File: config.mk
export PLATFORM = sky130hd
export DESIGN_NAME = dclk_period_meter
export DESIGN_NICKNAME = d
export VERILOG_FILES = /design/src/rtl/dclk_period_meter.sv
export SDC_FILE = /design/constraint.sdc
export NUM_CORES = 1
export LEC_CHECK = 0
export ABC_AREA = 1
export CAP_MARGIN = 10
export CORE_UTILIZATION = 30
export CTS_BUF_LIST = sky130_fd_sc_hd__clkbuf_8
export DETAILED_ROUTE_END_ITERATION = 12
export MAX_ROUTING_LAYER = met4
export PLACE_DENSITY_LB_ADDON = 0.1
export SKIP_LAST_GASP = 1
export SLEW_MARGIN = 30
export SYNTH_ARGS = -nofsm -noshare
export SYNTH_HDL_FRONTEND = slang
export SYNTH_SLANG_ARGS = --single-unit
File: constraint.sdc
create_clock -name clk_i -period 2.95 [get_ports clk_i]
set_clock_uncertainty 0.15 [all_clocks]
set_input_delay 0.4425 -clock clk_i [delete_from_list [all_inputs] [get_ports clk_i]]
set_output_delay 0.4425 -clock clk_i [all_outputs]
set_load 0.1 [all_outputs]
File: src/rtl/dclk_period_meter.sv
// Measures the period and high time of a clk_i-domain divided clock, in clk_i cycles.
// Ports: clk_i/rstn_i, dclk_i, start_i in; busy_o, done_o, timeout_o, period_o, high_o out.
module dclk_period_meter #(
   parameter int CNT_W   = 16,
   parameter int TMO_CYC = 65535
) (
   input  logic             clk_i,
   input  logic             rstn_i,
   input  logic             dclk_i,
   input  logic             start_i,
   output logic             busy_o,
   output logic             done_o,
   output logic             timeout_o,
   output logic [CNT_W-1:0] period_o,
   output logic [CNT_W-1:0] high_o
);

   typedef enum logic [1:0] {
      S_IDLE,
      S_ARM,
      S_MEAS
   } state_t;

   localparam logic [CNT_W-1:0] LP_TMO = CNT_W'(TMO_CYC);
   localparam logic [CNT_W-1:0] LP_ONE = CNT_W'(1);

   state_t           r_state;
   state_t           w_state_nxt;
   logic             r_dclk_q;
   logic             r_done;
   logic             w_done_nxt;
   logic             r_tmo;
   logic             w_tmo_nxt;
   logic [CNT_W-1:0] r_cnt;
   logic [CNT_W-1:0] w_cnt_nxt;
   logic [CNT_W-1:0] r_hcnt;
   logic [CNT_W-1:0] w_hcnt_nxt;
   logic [CNT_W-1:0] r_period;
   logic [CNT_W-1:0] w_period_nxt;
   logic [CNT_W-1:0] r_high;
   logic [CNT_W-1:0] w_high_nxt;

   logic             w_rise;
   logic [CNT_W-1:0] w_cnt_inc;
   logic [CNT_W-1:0] w_hcnt_add;

   // dclk_q resets high so a level already high at reset release is not an edge
   assign w_rise     = dclk_i & ~r_dclk_q;
   assign w_cnt_inc  = r_cnt + LP_ONE;
   assign w_hcnt_add = r_hcnt + {{(CNT_W-1){1'b0}}, dclk_i};

   always_ff @(posedge clk_i) begin
      if (!rstn_i) begin
         r_state  <= S_IDLE;
         r_dclk_q <= 1'b1;
         r_done   <= 1'b0;
         r_tmo    <= 1'b0;
         r_cnt    <= '0;
         r_hcnt   <= '0;
         r_period <= '0;
         r_high   <= '0;
      end else begin
         r_state  <= w_state_nxt;
         r_dclk_q <= dclk_i;
         r_done   <= w_done_nxt;
         r_tmo    <= w_tmo_nxt;
         r_cnt    <= w_cnt_nxt;
         r_hcnt   <= w_hcnt_nxt;
         r_period <= w_period_nxt;
         r_high   <= w_high_nxt;
      end
   end

   always_comb begin
      w_state_nxt  = r_state;
      w_done_nxt   = 1'b0;
      w_tmo_nxt    = r_tmo;
      w_cnt_nxt    = r_cnt;
      w_hcnt_nxt   = r_hcnt;
      w_period_nxt = r_period;
      w_high_nxt   = r_high;
      unique case (r_state)
         S_IDLE: begin
            if (start_i) begin
               w_state_nxt  = S_ARM;
               w_tmo_nxt    = 1'b0;
               w_cnt_nxt    = '0;
               w_hcnt_nxt   = '0;
               w_period_nxt = '0;
               w_high_nxt   = '0;
            end
         end
         S_ARM: begin
            // the rise cycle itself is high and opens the period
            if (w_rise) begin
               w_state_nxt = S_MEAS;
               w_cnt_nxt   = LP_ONE;
               w_hcnt_nxt  = LP_ONE;
            end else if (w_cnt_inc == LP_TMO) begin
               w_state_nxt = S_IDLE;
               w_tmo_nxt   = 1'b1;
               w_done_nxt  = 1'b1;
               w_cnt_nxt   = '0;
            end else begin
               w_cnt_nxt = w_cnt_inc;
            end
         end
         S_MEAS: begin
            // rise checked first so a period of exactly TMO_CYC is valid
            if (w_rise) begin
               w_state_nxt  = S_IDLE;
               w_period_nxt = r_cnt;
               w_high_nxt   = r_hcnt;
               w_done_nxt   = 1'b1;
            end else if (r_cnt == LP_TMO) begin
               w_state_nxt = S_IDLE;
               w_tmo_nxt   = 1'b1;
               w_done_nxt  = 1'b1;
            end else begin
               w_cnt_nxt  = w_cnt_inc;
               w_hcnt_nxt = w_hcnt_add;
            end
         end
         default: begin
            w_state_nxt = S_IDLE;
         end
      endcase
   end

   assign busy_o    = (r_state != S_IDLE);
   assign done_o    = r_done;
   assign timeout_o = r_tmo;
   assign period_o  = r_period;
   assign high_o    = r_high;

endmodule

# Word level (Yosys, flattened, before mapping)
# Index checks and enable logic that the tools add are counted.
[totals]
regBits = 69
input_bits = 4
[op_classes]
add_sub_neg = 2
n_eq_ne = 14
n_mux = 31
bitwise_logic = 2
n_reduce_logical = 9
[op_table]
columns = ["cell", "n"]
rows = [
  ["two-way mux 16 bit", 10],
  ["one-hot mux 16 bit (3 select lines)", 2],
  ["one-hot mux 16 bit (2 select lines)", 2],
  ["equality test 16 bit, second input constant", 2],
  ["adder 16 x 1 -> 16 bit", 1],
  ["adder 16 x 1 -> 16 bit, second input constant", 1],
  ["inequality test 2 bit, second input constant", 8],
  ["two-way mux 2 bit", 5],
  ["two-way mux 1 bit", 9],
  ["inequality test 3 bit, second input constant", 2],
  ["one-hot mux 2 bit (3 select lines)", 1],
  ["AND reduction 3 bit", 2],
  ["AND reduction 6 bit", 1],
  ["AND reduction 5 bit", 1],
  ["AND reduction 4 bit", 1],
  ["nonzero test 2 bit", 2],
  ["one-hot mux 1 bit (3 select lines)", 1],
  ["nonzero test 3 bit", 1],
  ["equality test 2 x 1 -> 1 bit, second input constant", 1],
  ["equality test 2 bit, second input constant", 1],
  ["zero test 2 bit", 1],
  ["one-hot mux 1 bit (2 select lines)", 1],
  ["bitwise AND 1 bit", 1],
  ["NOT 1 bit", 1],
]

# Depth between registers and ports, before layout
[logic_depth]
word_depth = 5
depth_mapped = 16

# Worst setup path before layout
# No wires, ideal clock.
[synth_timing]
path_kind = "register to register"
start = "reg r_state[0]"
end = "reg r_hcnt[13]"
setup_ns = 0.115
arrival_time_ns = 2.553
slack_ns = 0.133
stages_incl_launch_ff = 13
synth_period_minus_slack_ns = 2.817
cell_sequence = "dfxtp_1 -> inv_1 -> ha_1 -> inv_1 -> nor2_1 -> nor3_2 -> nand2_4 -> nor2_4 -> nand3_2 -> nor2_1 -> inv_1 -> o21ai_1 -> nor2_1"
[synth_between]
elab_chain_len = 3
elab_cells_between_ends = 10
classes_between = "eq/ne (6); mux (1); reduce/logical (3)"
[synth_lines]
columns = ["item", "line_no", "text"]
rows = [
  ["start, declared", "27", "state_t r_state;"],
  ["start signal, assigned", "63", "r_state <= w_state_nxt;"],
  ["equality test 2 x 1 -> 1 bit (tied with other cells)", "82", "unique case (r_state)"],
  ["inequality test 2 bit (no source line) / nonzero test 3 bit (equally long branches)", "--", ""],
  ["AND reduction 5 bit (no source line)", "--", ""],
  ["end signal, assigned", "68", "r_hcnt <= w_hcnt_nxt;"],
  ["end, declared", "36", "logic [CNT_W-1:0] r_hcnt;"],
]
# Several ways; a longest one is shown, not always the timed one.
# A chain may end at the register's enable or synchronous reset.

# Final worst setup path
# Same ends and word-level chain as after synthesis.

==> impl_metrics.json <==
{
  "status": "complete, no violations",
  "hpwlAfterDp_mm": 5.91,
  "synth_cells": 500,
  "rsz0062_at_grt": "false",
  "finalCritPeriodShare_pct": 84.2,
  "cts_setup_buffers": 0,
  "synth_warnings": 0,
  "ir_drop_mv": 0.367,
  "clock_latency_ns": 0.35,
  "relSlewSlack_pct": 61.6,
  "worstPathRequired_ns": 3.05,
  "place_inst": 668,
  "grt_overflow": 0,
  "die_h_um": 109,
  "crit_chain": "inv_1, ha_1, inv_1, nor2_1, nor3_2, nand2_4, nor2_4, nand3_2, nor2_1, inv_1, o21ai_1, nor2_1",
  "synth_seq_area_share_pct": 40.4,
  "via_count": 3207,
  "clockRootBuffer": "clkbuf_8",
  "avgSynthCellArea_um2": 6.84,
  "layout_commonest_cell": "nand2_1",
  "final-instance-count-excl-fill": 684,
  "critPathSlowestCell": "dfxtp_1",
  "path_buf_inv": 3,
  "synth_top_cell_by_area": "dfxtp_1",
  "critPathLaunchType": "register",
  "synth_nets": 512,
  "dieWidth_um": 109,
  "grt_max_degree": 38,
  "pwr_density_cell_nw_per_um2": 529,
  "slowest_delay_ns": 0.40,
  "drive_gt1_share_pct": 16.0,
  "ctsHtreeMaxLevel": 3,
  "grt_pass1_vias": 3052,
  "power_leakage_nw": 1.46,
  "pin_count": 39,
  "rows": 38,
  "fin_crit_ns": 2.48,
  "cts_tree": "built",
  "cts.sinks": 69,
  "pre_cts_slack_ns": 0.146,
  "fillers": 1227,
  "setup_tns_ns": 0,
  "layout_setup_ws_ns": 0.466,
  "cpLargestDelayFamily": "simple AND/OR/NAND/NOR gates",
  "hold_viol": 0,
  "finalSetupViolCount": 0,
  "yosysTopAreaCellShare_pct": 40.4,
  "syn_area_um2": 3420,
  "start_util_pct": 31.1,
  "synth_cell_types": 30,
  "core_area_um2": 11000,
  "arrival_ns": 2.58,
  "drv_cap": 0,
  "synth_edf_count": 0,
  "numCtsBuffers": 9,
  "synth_area_leaders": "dfxtp_1, nand2_1, a21oi_1",
  "gp_congestion": 0.844,
  "synth_ff_type": "dfxtp_1",
  "areaGrowthSynthToFinish_pct": 19.7,
  "async_flop_share_pct": 0,
  "vias_per_cell": 4.69,
  "die-area_um2": 11800,
  "grt_pass1_wl_mm": 14.8,
  "slew_violations": 0,
  "final_nets": 551,
  "cts_hold_buf": 0,
  "diodes": 0,
  "drc": 0,
  "cts_buffer_depth": 2,
  "critPathKind": "reg -> reg",
  "fmaxAchievable_ghz": 0.403,
  "cts_resized": 0,
  "yosys_register_bits": 69,
  "antenna_found_initial": 0,
  "drtPass1Iterations": 4,
  "end_kind": "register",
  "final_antenna_net_count": 0,
  "wirelength_mm": 8.47,
  "portBuffers": 38,
  "worst_slew_pin_slew_ns": 0.575,
  "wire_per_inst_um": 12.4,
  "grtUsageTotal_pct": 16.4,
  "layout_common_cells": "nand2_1, dfxtp_1, a21oi_1",
  "hold_path.class": "reg -> reg",
  "drt_iter0_drc": 98,
  "critPathMaxFanout": 11,
  "clkTransAtPathRegs_ns": 0.07
}
-- flip-flops by register name, indices dropped and copies added (netlist names) --
signal     count
r_state        2
timeout_o      1
r_cnt         16
done_o         1
period_o      16
r_hcnt        16
high_o        16
r_dclk_q       1
-- power breakdown --
| part | leakage [nW] | internal (mW) | switching, mW |
|---|---|---|---|
| combinational | 0.787 | 0.0813 | 0.262 |
| clock | 0.121 | 0.516 | 0.359 |
| sequential | 0.557 | 0.941 | 0.00773 |
| total | 1.46 | 1.54 | 0.629 |
-- synth_stat cells, drive strengths merged (4+ instances only) --
cell / n
buf: 4
nand3: 56
clkbuf: 16
nor2: 55
ha: 8
a21oi: 63
nor3: 4
o21bai: 4
nand2: 144
o21ai: 14
nand4: 8
inv: 47
dfxtp: 69
-- worst min-delay path: cells and delay by family, from the launching register on --
family           cells  cell delay (ns)
AO/OA/AOI/OAI        1             0.05
flip-flops           1             0.31
AND/OR/NAND/NOR      1             0.06
-- routing by layer --
layer  vias up  part of all wire, %  track usage, %
li1       1696                    -               -
met5         -                    0               -
met1      1453                   53            22.1
met2        50                   42            24.1
met3         8                  3.7            4.00
met4         0                  1.3            5.21
-- cell families after synthesis --
family          share of synthesized area [%]
buf+inv                                  8.27
fa+ha+maj                                2.93
xor+xnor                                0.512
simple gates                             34.4
compound gates                           13.5
flops                                    40.4
-- final cells by class --
| class | instances | area (um2) | share of cell area, % |
|---|---|---|---|
| tap | 140 | 175 | 4.28 |
| inverter | 50 | 188 | 4.58 |
| clock buffer | 11 | 151 | 3.70 |
| multi-input combinational | 361 | 1760 | 42.9 |
| timing repair buffer | 48 | 368 | 8.99 |
| sequential | 69 | 1380 | 33.7 |
| clock inverter | 5 | 73.8 | 1.80 |
-- per-stage QoR --
step | utilization (%) | instance area (um2) | power (mW) | hold WS (ns)
after floorplan | - | 3420 | 1.22 | 0.284
after global placement | 35.2 | 3870 | 1.32 | 0.305
after detailed placement | 35.2 | 3870 | 1.32 | 0.306
after CTS | 37.3 | 4090 | 2.22 | 0.319
after global routing | 37.3 | 4090 | 2.27 | 0.337
final | 37.3 | 4090 | 2.17 | 0.316
-- final timing paths --
kind	startpoint	endpoint	slack (ns)	cells past startpoint
max	r_state[0]$_SDFFE_PN0P_	r_hcnt[13]$_SDFFE_PN0P_	0.47	12
min	period_o[15]$_SDFFE_PN0P_	period_o[15]$_SDFFE_PN0P_	0.32	2
max reg2reg	r_state[0]$_SDFFE_PN0P_	r_hcnt[13]$_SDFFE_PN0P_	0.47	12
min reg2reg	period_o[15]$_SDFFE_PN0P_	period_o[15]$_SDFFE_PN0P_	0.32	2
Note: power is estimated with default switching activity, not from simulation.
